### config.mk
export PLATFORM = sky130hd
export DESIGN_NAME = maze_move_controller
export DESIGN_NICKNAME = d
export VERILOG_FILES = /design/src/rtl/maze_pkg.sv /design/src/rtl/maze_step_calc.sv /design/src/rtl/maze_move_controller.sv
export SDC_FILE = /design/constraint.sdc
export NUM_CORES = 1
export LEC_CHECK = 0
export BUFFER_PORTS_ARGS = -buffer_cell sky130_fd_sc_hd__buf_4
export CORE_UTILIZATION = 45
export DETAILED_ROUTE_END_ITERATION = 6
export PLACE_DENSITY = 0.79
export SLEW_MARGIN = 25
export SYNTH_ARGS = -nofsm -noshare
export SYNTH_HDL_FRONTEND = slang
export SYNTH_SLANG_ARGS = --single-unit
export TNS_END_PERCENT = 50
### constraint.sdc
create_clock -name CLK -period 5.5 [get_ports CLK]
set_input_delay 0.275 -clock CLK [delete_from_list [all_inputs] [get_ports CLK]]
set_output_delay 0.275 -clock CLK [all_outputs]
set_load 0.1 [all_outputs]
### src/rtl/maze_pkg.sv
// Shared constants and encodings for the maze movement controller:
// grid geometry, dead sentinel, game-state and direction enums.
package maze_pkg;

  localparam int MAZE_W = 18;
  localparam int MAZE_H = 11;
  localparam int MAZE_CELLS = MAZE_W * MAZE_H;
  localparam logic [7:0] DEAD_POS = 8'd255;

  typedef enum logic [1:0] {
    ST_PAUSE = 2'd0,
    ST_PLAY  = 2'd1,
    ST_DEAD  = 2'd2,
    ST_WIN   = 2'd3
  } game_state_e;

  typedef enum logic [2:0] {
    DIR_NONE  = 3'd0,
    DIR_UP    = 3'd1,
    DIR_DOWN  = 3'd2,
    DIR_RIGHT = 3'd3,
    DIR_LEFT  = 3'd4
  } dir_e;

  // Pending vector is {UP, DOWN, RIGHT, LEFT}; UP wins, LEFT loses.
  function automatic dir_e pick_dir(input logic [3:0] pend);
    if (pend[3]) return DIR_UP;
    else if (pend[2]) return DIR_DOWN;
    else if (pend[1]) return DIR_RIGHT;
    else if (pend[0]) return DIR_LEFT;
    else return DIR_NONE;
  endfunction

endpackage

### src/rtl/maze_step_calc.sv
// Combinational move evaluator: target cell, grid bounds and wall lookup
// for one direction from the current cell.
module maze_step_calc
  import maze_pkg::*;
#(
  parameter int W = MAZE_W,
  parameter int H = MAZE_H
) (
  input  logic [7:0]     i_pos,
  input  dir_e           i_dir,
  input  logic [W*H-1:0] i_mazestate,
  output logic [8:0]     o_target,
  output logic           o_in_grid,
  output logic           o_open
);

  logic [7:0] w_col;
  logic       w_on_grid;
  logic [7:0] w_idx;

  assign w_col     = i_pos % 8'(W);
  assign w_on_grid = ({1'b0, i_pos} < 9'(W * H));

  // Target is 9 bits wide so UP/LEFT underflow shows up as a large value.
  always_comb begin
    o_target  = {1'b0, i_pos};
    o_in_grid = 1'b0;
    case (i_dir)
      DIR_UP: begin
        o_target  = {1'b0, i_pos} - 9'(W);
        o_in_grid = w_on_grid && (i_pos >= 8'(W));
      end
      DIR_DOWN: begin
        o_target  = {1'b0, i_pos} + 9'(W);
        o_in_grid = w_on_grid && (({1'b0, i_pos} + 9'(W)) < 9'(W * H));
      end
      DIR_RIGHT: begin
        o_target  = {1'b0, i_pos} + 9'd1;
        o_in_grid = w_on_grid && (w_col != 8'(W - 1));
      end
      DIR_LEFT: begin
        o_target  = {1'b0, i_pos} - 9'd1;
        o_in_grid = w_on_grid && (w_col != 8'd0);
      end
      default: ;
    endcase
  end

  assign w_idx  = o_in_grid ? o_target[7:0] : 8'd0;
  assign o_open = o_in_grid && i_mazestate[w_idx];

endmodule

### src/rtl/maze_move_controller.sv
// Player movement sequencer: button latch, per-tick arbitration, position,
// step counter and PAUSE/PLAY/DEAD/WIN FSM. MAZE_WALL_KILL_EN makes walls lethal.
module maze_move_controller #(
  parameter int MAZE_W    = 18,
  parameter int MAZE_H    = 11,
  parameter int START_POS = 181,
  parameter int GOAL_POS  = 16
) (
  input  logic                     CLK,
  input  logic                     RESET,
  input  logic                     move_tick,
  input  logic                     UPbtn,
  input  logic                     DOWNbtn,
  input  logic                     RIGHTbtn,
  input  logic                     LEFTbtn,
  input  logic                     CTRLbtn,
  input  logic [MAZE_W*MAZE_H-1:0] mazestate,
  input  logic [7:0]               begin_spot,
  input  logic                     run,
  output logic [7:0]               pos,
  output logic [1:0]               state,
  output logic                     move_done,
  output logic [9:0]               step_count
);
  import maze_pkg::*;

  game_state_e r_state;
  logic [7:0]  r_pos;
  logic [9:0]  r_steps;
  logic        r_move_done;
  logic [3:0]  r_pend;
  logic [3:0]  r_btn_prev;
  logic        r_ctrl_prev;

  game_state_e w_state_next;
  logic [7:0]  w_pos_next;
  logic [9:0]  w_steps_next;
  logic        w_done_next;
  logic [3:0]  w_pend_next;

  logic [3:0]  w_btns;
  logic [3:0]  w_rise;
  logic [3:0]  w_pend_eff;
  logic        w_ctrl_rise;
  dir_e        w_dir;
  logic [8:0]  w_target;
  logic        w_in_grid;
  logic        w_open;

  assign w_btns      = {UPbtn, DOWNbtn, RIGHTbtn, LEFTbtn};
  assign w_rise      = w_btns & ~r_btn_prev;
  assign w_ctrl_rise = CTRLbtn & ~r_ctrl_prev;
  // A press landing in the tick cycle itself still competes for that tick.
  assign w_pend_eff  = r_pend | w_rise;
  assign w_dir       = pick_dir(w_pend_eff);

  maze_step_calc #(
    .W(MAZE_W),
    .H(MAZE_H)
  ) u_step_calc (
    .i_pos       (r_pos),
    .i_dir       (w_dir),
    .i_mazestate (mazestate),
    .o_target    (w_target),
    .o_in_grid   (w_in_grid),
    .o_open      (w_open)
  );

  always_comb begin
    w_state_next = r_state;
    w_pos_next   = r_pos;
    w_steps_next = r_steps;
    w_done_next  = 1'b0;
    w_pend_next  = w_pend_eff;
    case (r_state)
      ST_PAUSE: begin
        if (run) begin
          w_state_next = ST_PLAY;
          w_pend_next  = '0;
        end
      end
      ST_PLAY: begin
        if (!run) begin
          w_state_next = ST_PAUSE;
          w_pend_next  = '0;
        end else if (move_tick) begin
          w_pend_next = '0;
          if (w_in_grid && w_open) begin
            w_pos_next   = w_target[7:0];
            w_steps_next = (r_steps == 10'h3FF) ? r_steps : r_steps + 10'd1;
            w_done_next  = 1'b1;
            if (w_target == 9'(GOAL_POS)) w_state_next = ST_WIN;
          end
`ifdef MAZE_WALL_KILL_EN
          else if (w_in_grid) begin
            w_pos_next   = DEAD_POS;
            w_state_next = ST_DEAD;
          end
`endif
        end
      end
      ST_DEAD: begin
        if (w_ctrl_rise) begin
          w_state_next = ST_PLAY;
          w_pos_next   = begin_spot;
          w_pend_next  = '0;
        end
      end
      ST_WIN: begin
        if (w_ctrl_rise) begin
          w_state_next = ST_PLAY;
          w_pos_next   = 8'(START_POS);
          w_steps_next = '0;
          w_pend_next  = '0;
        end
      end
      default: ;
    endcase
  end

  always_ff @(posedge CLK) begin
    if (RESET) begin
      r_state     <= ST_PAUSE;
      r_pos       <= 8'(START_POS);
      r_steps     <= '0;
      r_move_done <= 1'b0;
      r_pend      <= '0;
      r_btn_prev  <= '0;
      r_ctrl_prev <= 1'b0;
    end else begin
      r_state     <= w_state_next;
      r_pos       <= w_pos_next;
      r_steps     <= w_steps_next;
      r_move_done <= w_done_next;
      r_pend      <= w_pend_next;
      r_btn_prev  <= w_btns;
      r_ctrl_prev <= CTRLbtn;
    end
  end

  assign pos        = r_pos;
  assign state      = r_state;
  assign move_done  = r_move_done;
  assign step_count = r_steps;

endmodule

Word level (Yosys, flattened, before mapping)
Index checks and enable logic that the tools add are counted.

cells by class
  bitwise operators = 8
  $add $sub $neg = 5
  reductions and logical operators = 15
  multiplexer cells = 34
  eq/ne operators = 21
  div/mod/pow operators = 1
  $lt $le $gt $ge = 4

operators with widths
  kind                     number
  $mux W10                 5
  $mux W8                  6
  $pmux W9 S4              1
  $pmux W8 S3              1
  $pmux W10 S2             1
  $mux W4                  4
  $ne A2 B2 Y1 const B     7
  $mux W2                  6
  $mux W3                  4
  $pmux W4 S3              1
  $reduce_and A6 Y1        2
  $add A10 B1 Y10 const B  1
  $eq A10 B10 Y1 const B   1
  $add A8 B1 Y9 const B    1
  $add A8 B5 Y9 const B    1
  $eq A9 B5 Y1 const B     1
  $lt A8 B9 Y1 const B     1
  $lt A9 B8 Y1 const B     1
  $ne A3 B3 Y1 const B     3
  $sub A8 B1 Y9 const B    1
  $sub A8 B5 Y9 const B    1
  $bmux W1 S8              1
  $ge A8 B5 Y1 const B     1
  $lt A8 B8 Y1 const B     1
  other kinds (24)         35

storage, ports and cells
  word-level logic and storage cells = 95
  bits of input ports = 215
  output and inout bits = 21
  register bits after elaboration = 30

Longest topological paths before layout
Gate-level depths: netlist of the first run.

  depth after elaboration = 18
  gate-level depth with buffers = 25
  depth with buffers taken out = 22

By module
From an unflattened synthesis of the first run, not the netlist that was laid out.

unflattened totals
  cells, all modules = 839
  area total of the unflattened synthesis = 5454.0 µm²

by module, submodules not included
  module                area each (µm²)  seq. area each (µm²)  cells each  times used
  maze_step_calc        4007.6           0.0                   671         1
  maze_move_controller  1446.4           600.6                 168         1

Worst setup path after synthesis of the first run
No wires, ideal clock.

  path type = reg-to-reg
  from = reg r_pos[1], in the netlist pos[1]
  to = reg r_pos[3], in the netlist pos[3]
  library setup time = 140 ps
  arrival = 6434 ps
  clock period less this slack = 6574 ps
  required time = 5360 ps
  cell stages (with the launch flop) = 26
  path buffers = 3
  setup slack = -1074 ps
  cells stage by stage = dfxtp_1 -> inv_1 -> ha_1 -> nand2b_4 -> buf_2 -> a221oi_1 -> o21ai_1 -> or3_4 -> o22ai_2 -> xnor2_1 -> ha_1 -> nor2_1 -> o21ai_0 -> nand2_1 -> or4_1 -> a2111o_1 -> or2_4 -> o21ai_4 -> buf_6 -> nor3_2 -> a2111oi_2 -> a22o_1 -> o211ai_1 -> buf_6 -> a222oi_1 -> a311oi_1

on the way
  longest elaborated chain between the ends = 11
  elaborated cells between the ends (all ways) = 27
  those cells by class = add/sub (4); div (1); order compare (3); eq/ne (2); mux (9); reduce/logical (8)

RTL lines
  item                                                   line                                                              source
  start: declaration                                     maze_move_controller.sv:28                                        logic [7:0] r_pos;
  start signal: assignment                               maze_move_controller.sv:124                                       r_pos <= 8'(START_POS);
  start signal: assignment                               maze_move_controller.sv:132                                       r_pos <= w_pos_next;
  $mod A8 B5 Y8 / $add A8 B5 Y9 (equally long branches)  maze_step_calc.sv:21, maze_step_calc.sv:34, maze_step_calc.sv:35
  $ne A8 B5 Y1, or another cell as far along             maze_step_calc.sv:39                                              o_in_grid = w_on_grid && (w_col != 8'(W - 1));
  $logic_and A1 B1 Y1 (on tied branches)                 maze_step_calc.sv:39, maze_step_calc.sv:35, maze_step_calc.sv:43
  $pmux W1 S4                                            maze_step_calc.sv:28                                              case (i_dir)
  $mux W8                                                maze_step_calc.sv:49                                              assign w_idx = o_in_grid ? o_target[7:0] : 8'd0;
  $bmux W1 S8                                            maze_step_calc.sv:50                                              assign o_open = o_in_grid && i_mazestate[w_idx];
  $mux W1 (not written as such)                          maze_step_calc.sv:50
  $logic_and A1 B1 Y1                                    maze_step_calc.sv:50
  $logic_and A1 B1 Y1                                    maze_move_controller.sv:88                                        if (w_in_grid && w_open) begin
  $ne A2 B2 Y1 (no line)                                 --
  $reduce_and A6 Y1 (no line)                            --

Parallel ways exist; a longest one is shown, timed or not. The select of a mux whose other input is x is not followed.
A chain may end at the register's enable or synchronous reset.

Worst setup path after layout of the first run
  from = reg r_pos[1], in the netlist pos[1]
  to = reg r_pos[1], in the netlist pos[1]

Same word-level chain as after synthesis.

==> flow_metrics.tcl, run 1 <==
set metrics [dict create \
    tns_ns -0.0844 \
    core_mm2 0.0121 \
    setup_violations 2 \
    worstPathRequired_ns 5.65 \
    top_level_ports 236 \
    top_usage_layer "met2" \
    finalPower_mw 2.17 \
    grt_overflow 0 \
    area_delta_synth_final_pct 52.0 \
    grt_pass1_wl_mm 38.7 \
    clockBufferDepth 2 \
    dpl_worst_slack_ns -0.105 \
    cts_root_buf "clkbuf_16" \
    synthCells 790 \
    period_share_pct 101 \
    drive_gt1_share_pct 40.5 \
    relSlewSlack_pct 35.1 \
    start_util_pct 46.4 \
    vias_per_cell 6.36 \
    p_leak_nw 3.65 \
    worst_pin_slew_ns 0.966 \
    cts_tree "built" \
    cap_viol_max_count 0 \
    cts_made_buffers 5 \
    power.density_mw_per_mm2 255 \
    hold_viol 0 \
    synth-seq-area-share_pct 10.7 \
    pwr-share-comb_pct 75.5 \
    max_freq_ghz 0.180 \
    clkTransAtPathRegs_ns 0.05 \
    die_h_um 114 \
    critPathKind "flop to flop" \
    fin_nets 1302 \
    insertion_delay_ns 0.28 \
    startpoint_type "flop" \
    ys_types 91 \
    timing.final.ws_setup_ns -0.0523 \
    switching_share_pct 48.1 \
    grtUsageMet1_pct 50.2 \
    antenna_found_initial 0 \
    grt_start_max_net_pins 66 \
    wirelength_mm 25.6 \
    min_period_ns 5.55 \
    grt_pass1_vias 7416 \
    p_sw_mw 1.04 \
    holdCritPathClass "input pin to flop" \
    ys_seq_elements 30 \
    whs_ns 0.233 \
    synth_area_mm2 0.00560 \
    drc 0 \
    vdd_ir_drop_max_mv 0.152 \
    synthArstFlopShare_pct 0 \
    synth-edff-count 0 \
    use_met3_pct 7.97 \
    drtIter0Drc 1060 \
    rows 40 \
    gp_congestion 1.02 \
    dr.pass1.iters 6 \
    grt_use_met2_pct 61.9 \
    critPathCaptureType "flop" \
    drv_slew 0 \
    grt_use_total_pct 38.2 \
    synth_fp_nets 1022 \
    cts_sinks 30 \
    place.port_buffers 235 \
    diodes 0 \
    routed-via-count 7885 \
    cp_max_fo 6 \
    ant_nets 0 \
    crit_arrival_ns 5.70 \
    cts_hold_buf 0 \
    ys_warn_count 0 \
    die-width_um 114 \
    fin_util_pct 70.6 \
    clkPwrFrac_pct 12.8 \
    die_area_mm2 0.0129 \
    seqPwrFrac_pct 11.7 \
    dp_hpwl_mm 19.8 \
    violations "setup timing" \
    fillers 1018 \
    syn_area_per_cell_um2 7.09 \
    wl_per_cell_um 20.6 \
    htree_levels 2 \
    status "finished with violations" \
    grt_setup_unrepaired "true" \
    ys.flop_type "dfxtp_1" \
    finalClockSkew_ns 0.00427 \
    intPower_mw 1.13 \
]
[kinds of logic after synthesis]
kind of cell,after synthesis,synth area share (%)
xor+xnor,15,2.35
mux,31,10.5
buf+inv,80,6.54
flops,30,10.7
compound gates,286,36.9
fa+ha+maj,18,4.11
simple gates,330,28.9
[final timing paths]
path / depth (start not counted) / start / slack [ns] / endpoint
setup / recovery: 24 / pos[1] / -0.05 / pos[1]
hold / removal: 2 / DOWNbtn / 0.23 / r_btn_prev[2]
setup reg to reg: 24 / pos[1] / -0.05 / pos[1]
hold reg to reg: 2 / step_count[1] / 0.51 / step_count[1]
[cells in the final DEF, fill, tap and decap left out, types with 8 or more instances in the layout]
cell and count:
mux4_2 22, a21o_1 11, a221o_1 8, xnor2_1 10, nand3_1 46, inv_1 18
dfxtp_1 22, a21oi_1 42, o22ai_1 9, a211oi_1 9, a31oi_1 14, nor3_1 14
nand2b_1 13, nand4_1 9, o211ai_1 21, a311oi_1 8, nor2_1 51, nor2b_1 16
ha_1 13, nand2_1 121, o21ai_0 56, buf_4 325
[cell type report]
type	count	area [um^2]	area share [%]
clock buffer	6	139	1.63
clock inverter	2	12.5	0.147
inverter	21	86.3	1.01
multi-input combinational	680	4900	57.6
sequential	30	618	7.26
tap	168	210	2.47
timing repair buffer	332	2540	29.9
[through the flow]
| step | cells | area, um^2 |
|---|---|---|
| final | 1239 | 8510 |
| after global routing | 1239 | 8510 |
| after CTS | 1231 | 8310 |
| after detailed placement | 1206 | 7920 |
| after global placement | 1206 | 7920 |
| after floorplan | 790 | 5640 |
[layer usage]
layer	part of all wire (%)	wire length, um
met5	0	0
met4	3.6	920
met3	12	3070
met2	46	11700
met1	39	9850
[critical path: stages (launching register included)]
cell	delay, ns
dfxtp_4	0.35
inv_4	0.08
ha_4	0.15
and4bb_2	0.25
a211oi_4	0.25
a2111oi_4	0.08
or3_4	0.36
o22ai_4	0.22
xnor2_2	0.12
ha_4	0.28
nor2_2	0.03
o21ai_1	0.12
nand2_1	0.07
or4_1	0.49
a2111o_1	0.37
or2_4	0.30
o21ai_4	0.24
buf_4	0.15
o32ai_1	0.07
o311a_1	0.17
nor4_4	0.35
o211ai_1	0.23
clkbuf_16	0.22
a222oi_1	0.38
a211oi_1	0.09
[cell usage after synthesis, types with 14 or more instances]
cell type  number  area share (%)
nand2_1       122             8.2
o21ai_0        59             5.3
nor2_1         52             3.5
nand3_1        49             4.4
a21oi_1        45             4.0
dfxtp_1        30              11
clkbuf_1       29             1.9
mux4_2         22             8.8
o211ai_1       21             2.8
inv_1          20             1.3
buf_2          16             1.4
ha_1           16             3.6
nor2b_1        16             1.8
a31oi_1        14             1.6
nor3_1         14             1.3
[registers in the layout, indices dropped and copies added, names as in the netlist]
signal,flops
r_ctrl_prev,1
pos,8
state,2
step_count,10
r_btn_prev,4
move_done,1
r_pend,4
[power by group through the flow]
stage	combinational (mW)	clock, mW	sequential, mW
finish	1.64	0.279	0.254
global placement	1.41	0	0.256
floorplan	0.866	0	0.331
global route	1.73	0.289	0.256
CTS	1.52	0.281	0.253
detailed placement	1.41	0	0.256
[timing repair]
item                       4_1_cts  5_1_grt
gates cloned                     0        0
setup buffers                   17        9
setup endpoints to repair        9       19
gates resized for setup         27       28
pin swaps                       25       36
No activity file was read; power rests on OpenSTA's default activity.
==> inputs of run 2 (changes only) <==
- BUFFER_PORTS_ARGS: -buffer_cell sky130_fd_sc_hd__buf_4 -> default
- CORE_UTILIZATION: 45 -> 55
- DONT_BUFFER_PORTS: default -> 1
- PLACE_DENSITY: 0.79 -> 0.7
- clock period: 5.5 -> 5.99 ns (I/O delays scaled with it)
==> flow_metrics.tcl, run 2 (same netlist as run 1, synthesis figures left out) <==
set metrics [dict create \
    drive_gt1_share_pct 18.3 \
    wirelength_mm 23.0 \
    routed-via-count 6844 \
    clkTransAtPathRegs_ns 0.07 \
    cp_max_fo 13 \
    vdd_ir_drop_max_mv 0.209 \
    start_util_pct 57.0 \
    cts_root_buf "clkbuf_8" \
    crit_arrival_ns 5.98 \
    placed_cell_area_mm2 0.00588 \
    fin_nets 1028 \
    drv_slew 0 \
    path_buf_inv 3 \
    period_share_pct 96.9 \
    cp_slowest_cell "or4_1" \
    mostFrequentLayoutCell "nand2_1" \
    crit_family "compound AO/OA/AOI/OAI gates" \
    top_level_ports 236 \
    dp_hpwl_mm 17.5 \
    die_h_um 103 \
    worstPathRequired_ns 6.16 \
    crit_top_cell "buf_4" \
    ant_nets 0 \
    grt_pass1_wl_mm 32.8 \
    grt_pass1_vias 5995 \
    place.port_buffers 0 \
    status "finished, final reports clean" \
    cts_tree "built" \
    min_period_ns 5.81 \
    startpoint_type "flop" \
    largest_reg_flops 10 \
    core_mm2 0.00982 \
    die-width_um 103 \
    grt_start_max_net_pins 36 \
    final_cell_area_mm2 0.00622 \
    clockBufferDepth 2 \
    worst_pin_slew_ns 1.12 \
    dr.pass1.iters 6 \
    wl_per_cell_um 24.4 \
    drc 0 \
    insertion_delay_ns 0.29 \
    p_leak_nw 2.27 \
    power.density_mw_per_mm2 266 \
    critPathCaptureType "flop" \
    finalPower_mw 1.66 \
    area_delta_synth_final_pct 11.1 \
    htree_levels 2 \
    hold_viol 0 \
    critPathKind "flop to flop" \
    setup_violations 0 \
    whs_ns 0.0704 \
    max_freq_ghz 0.172 \
    grt_overflow 0 \
    antenna_found_initial 9 \
    path_cells "clkinvlp_4, ha_4, nand2b_4, o21ai_2, a2111oi_4, or3_4, o22ai_2, xnor2_1, ha_1, nor2_1, o21ai_1, nand2_1, or4_1, a2111o_1, buf_4, o211ai_2, nand2_4, o311ai_1, a32oi_1, a22o_1, o211ai_1, buf_4, nand2_2, a221o_1" \
    gp_congestion 1.12 \
    cts_sinks 30 \
    vias_per_cell 7.29 \
    relSlewSlack_pct 25.2 \
    crit_path_max_incr_delay_ns 0.51 \
    fin_util_pct 63.4 \
    cts_made_buffers 5 \
    finalClockSkew_ns 0.0104 \
    dpl_worst_slack_ns -0.165 \
    mostFrequentLayoutCells "nand2_1 (121), o21ai_0 (56), buf_4 (55)" \
    rows 36 \
    cap_viol_max_count 0 \
    timing.final.ws_setup_ns 0.185 \
    drtIter0Drc 686 \
    grt_setup_unrepaired "true" \
    die_area_mm2 0.0106 \
    grt_use_total_pct 40.9 \
    holdCritPathClass "input pin to flop" \
]
run 2: cell types whose count changed in the layout (fill, tap and decap cells not counted), moves of 5 or more:
cell,before,now
clkbuf_8,1,6
clkbuf_16,6,0
diode_2,0,9
buf_4,325,55
run 2: worst register-to-register path: stages (launching register included):
cell and delay [ns]:
dfxtp_4 0.36, clkinvlp_4 0.14, ha_4 0.22, nand2b_4 0.21, o21ai_2 0.24, a2111oi_4 0.12, or3_4 0.43, o22ai_2 0.19
xnor2_1 0.11, ha_1 0.29, nor2_1 0.04, o21ai_1 0.11, nand2_1 0.07, or4_1 0.51, a2111o_1 0.33, buf_4 0.16
o211ai_2 0.21, nand2_4 0.13, o311ai_1 0.48, a32oi_1 0.18, a22o_1 0.28, o211ai_1 0.23, buf_4 0.24, nand2_2 0.10
a221o_1 0.33
run 2: metal layers:
layer  track usage (%)  share of wire, %
met1              51.7                37
met2              65.4                46
met3              10.2                12
met4              19.3               4.9
met5                 0                 0
run 2: path summary, 6_finish.rpt:
check        startpoint            end  slack, ns  cells after the start
max              pos[1]         pos[0]       0.18                     24
max reg2reg      pos[1]         pos[0]       0.18                     24
min reg2reg   r_pend[0]      r_pend[0]       0.57                      1
min               RESET  step_count[9]       0.07                      1
run 2: repair_timing:
| action | CTS | global route |
|---|---|---|
| gates cloned | 0 | 1 |
| pin swaps | 0 | 11 |
| resized for setup | 1 | 32 |
| hold endpoints to repair | 0 | 0 |
| setup buffers | 0 | 9 |
| setup endpoints to repair | 14 | 19 |
| hold buffers | 0 | 0 |
run 2: layout make-up:
class	count	area (um^2)
Antenna cell	9	22.5
Multi-Input combinational cell	680	4790
Clock inverter	2	12.5
Sequential cell	30	613
Inverter	21	82.6
Tap cell	133	166
Fill cell	932	3600
Timing Repair Buffer	58	455
Clock buffer	6	82.6
run 2: power by group:
group	total (mW)	switching (mW)	internal (mW)	leakage, nW
registers	0.279	0.0658	0.213	0.246
logic	1.20	0.730	0.474	1.97
clock network	0.174	0.0819	0.0922	0.0473
run 2: stage by stage:
stage / instances / setup TNS (ns)
finish: 939 / 0
global route: 939 / -0.0557
floorplan: 790 / 0
detailed placement: 912 / -0.457
global placement: 912 / 0
CTS: 920 / 0
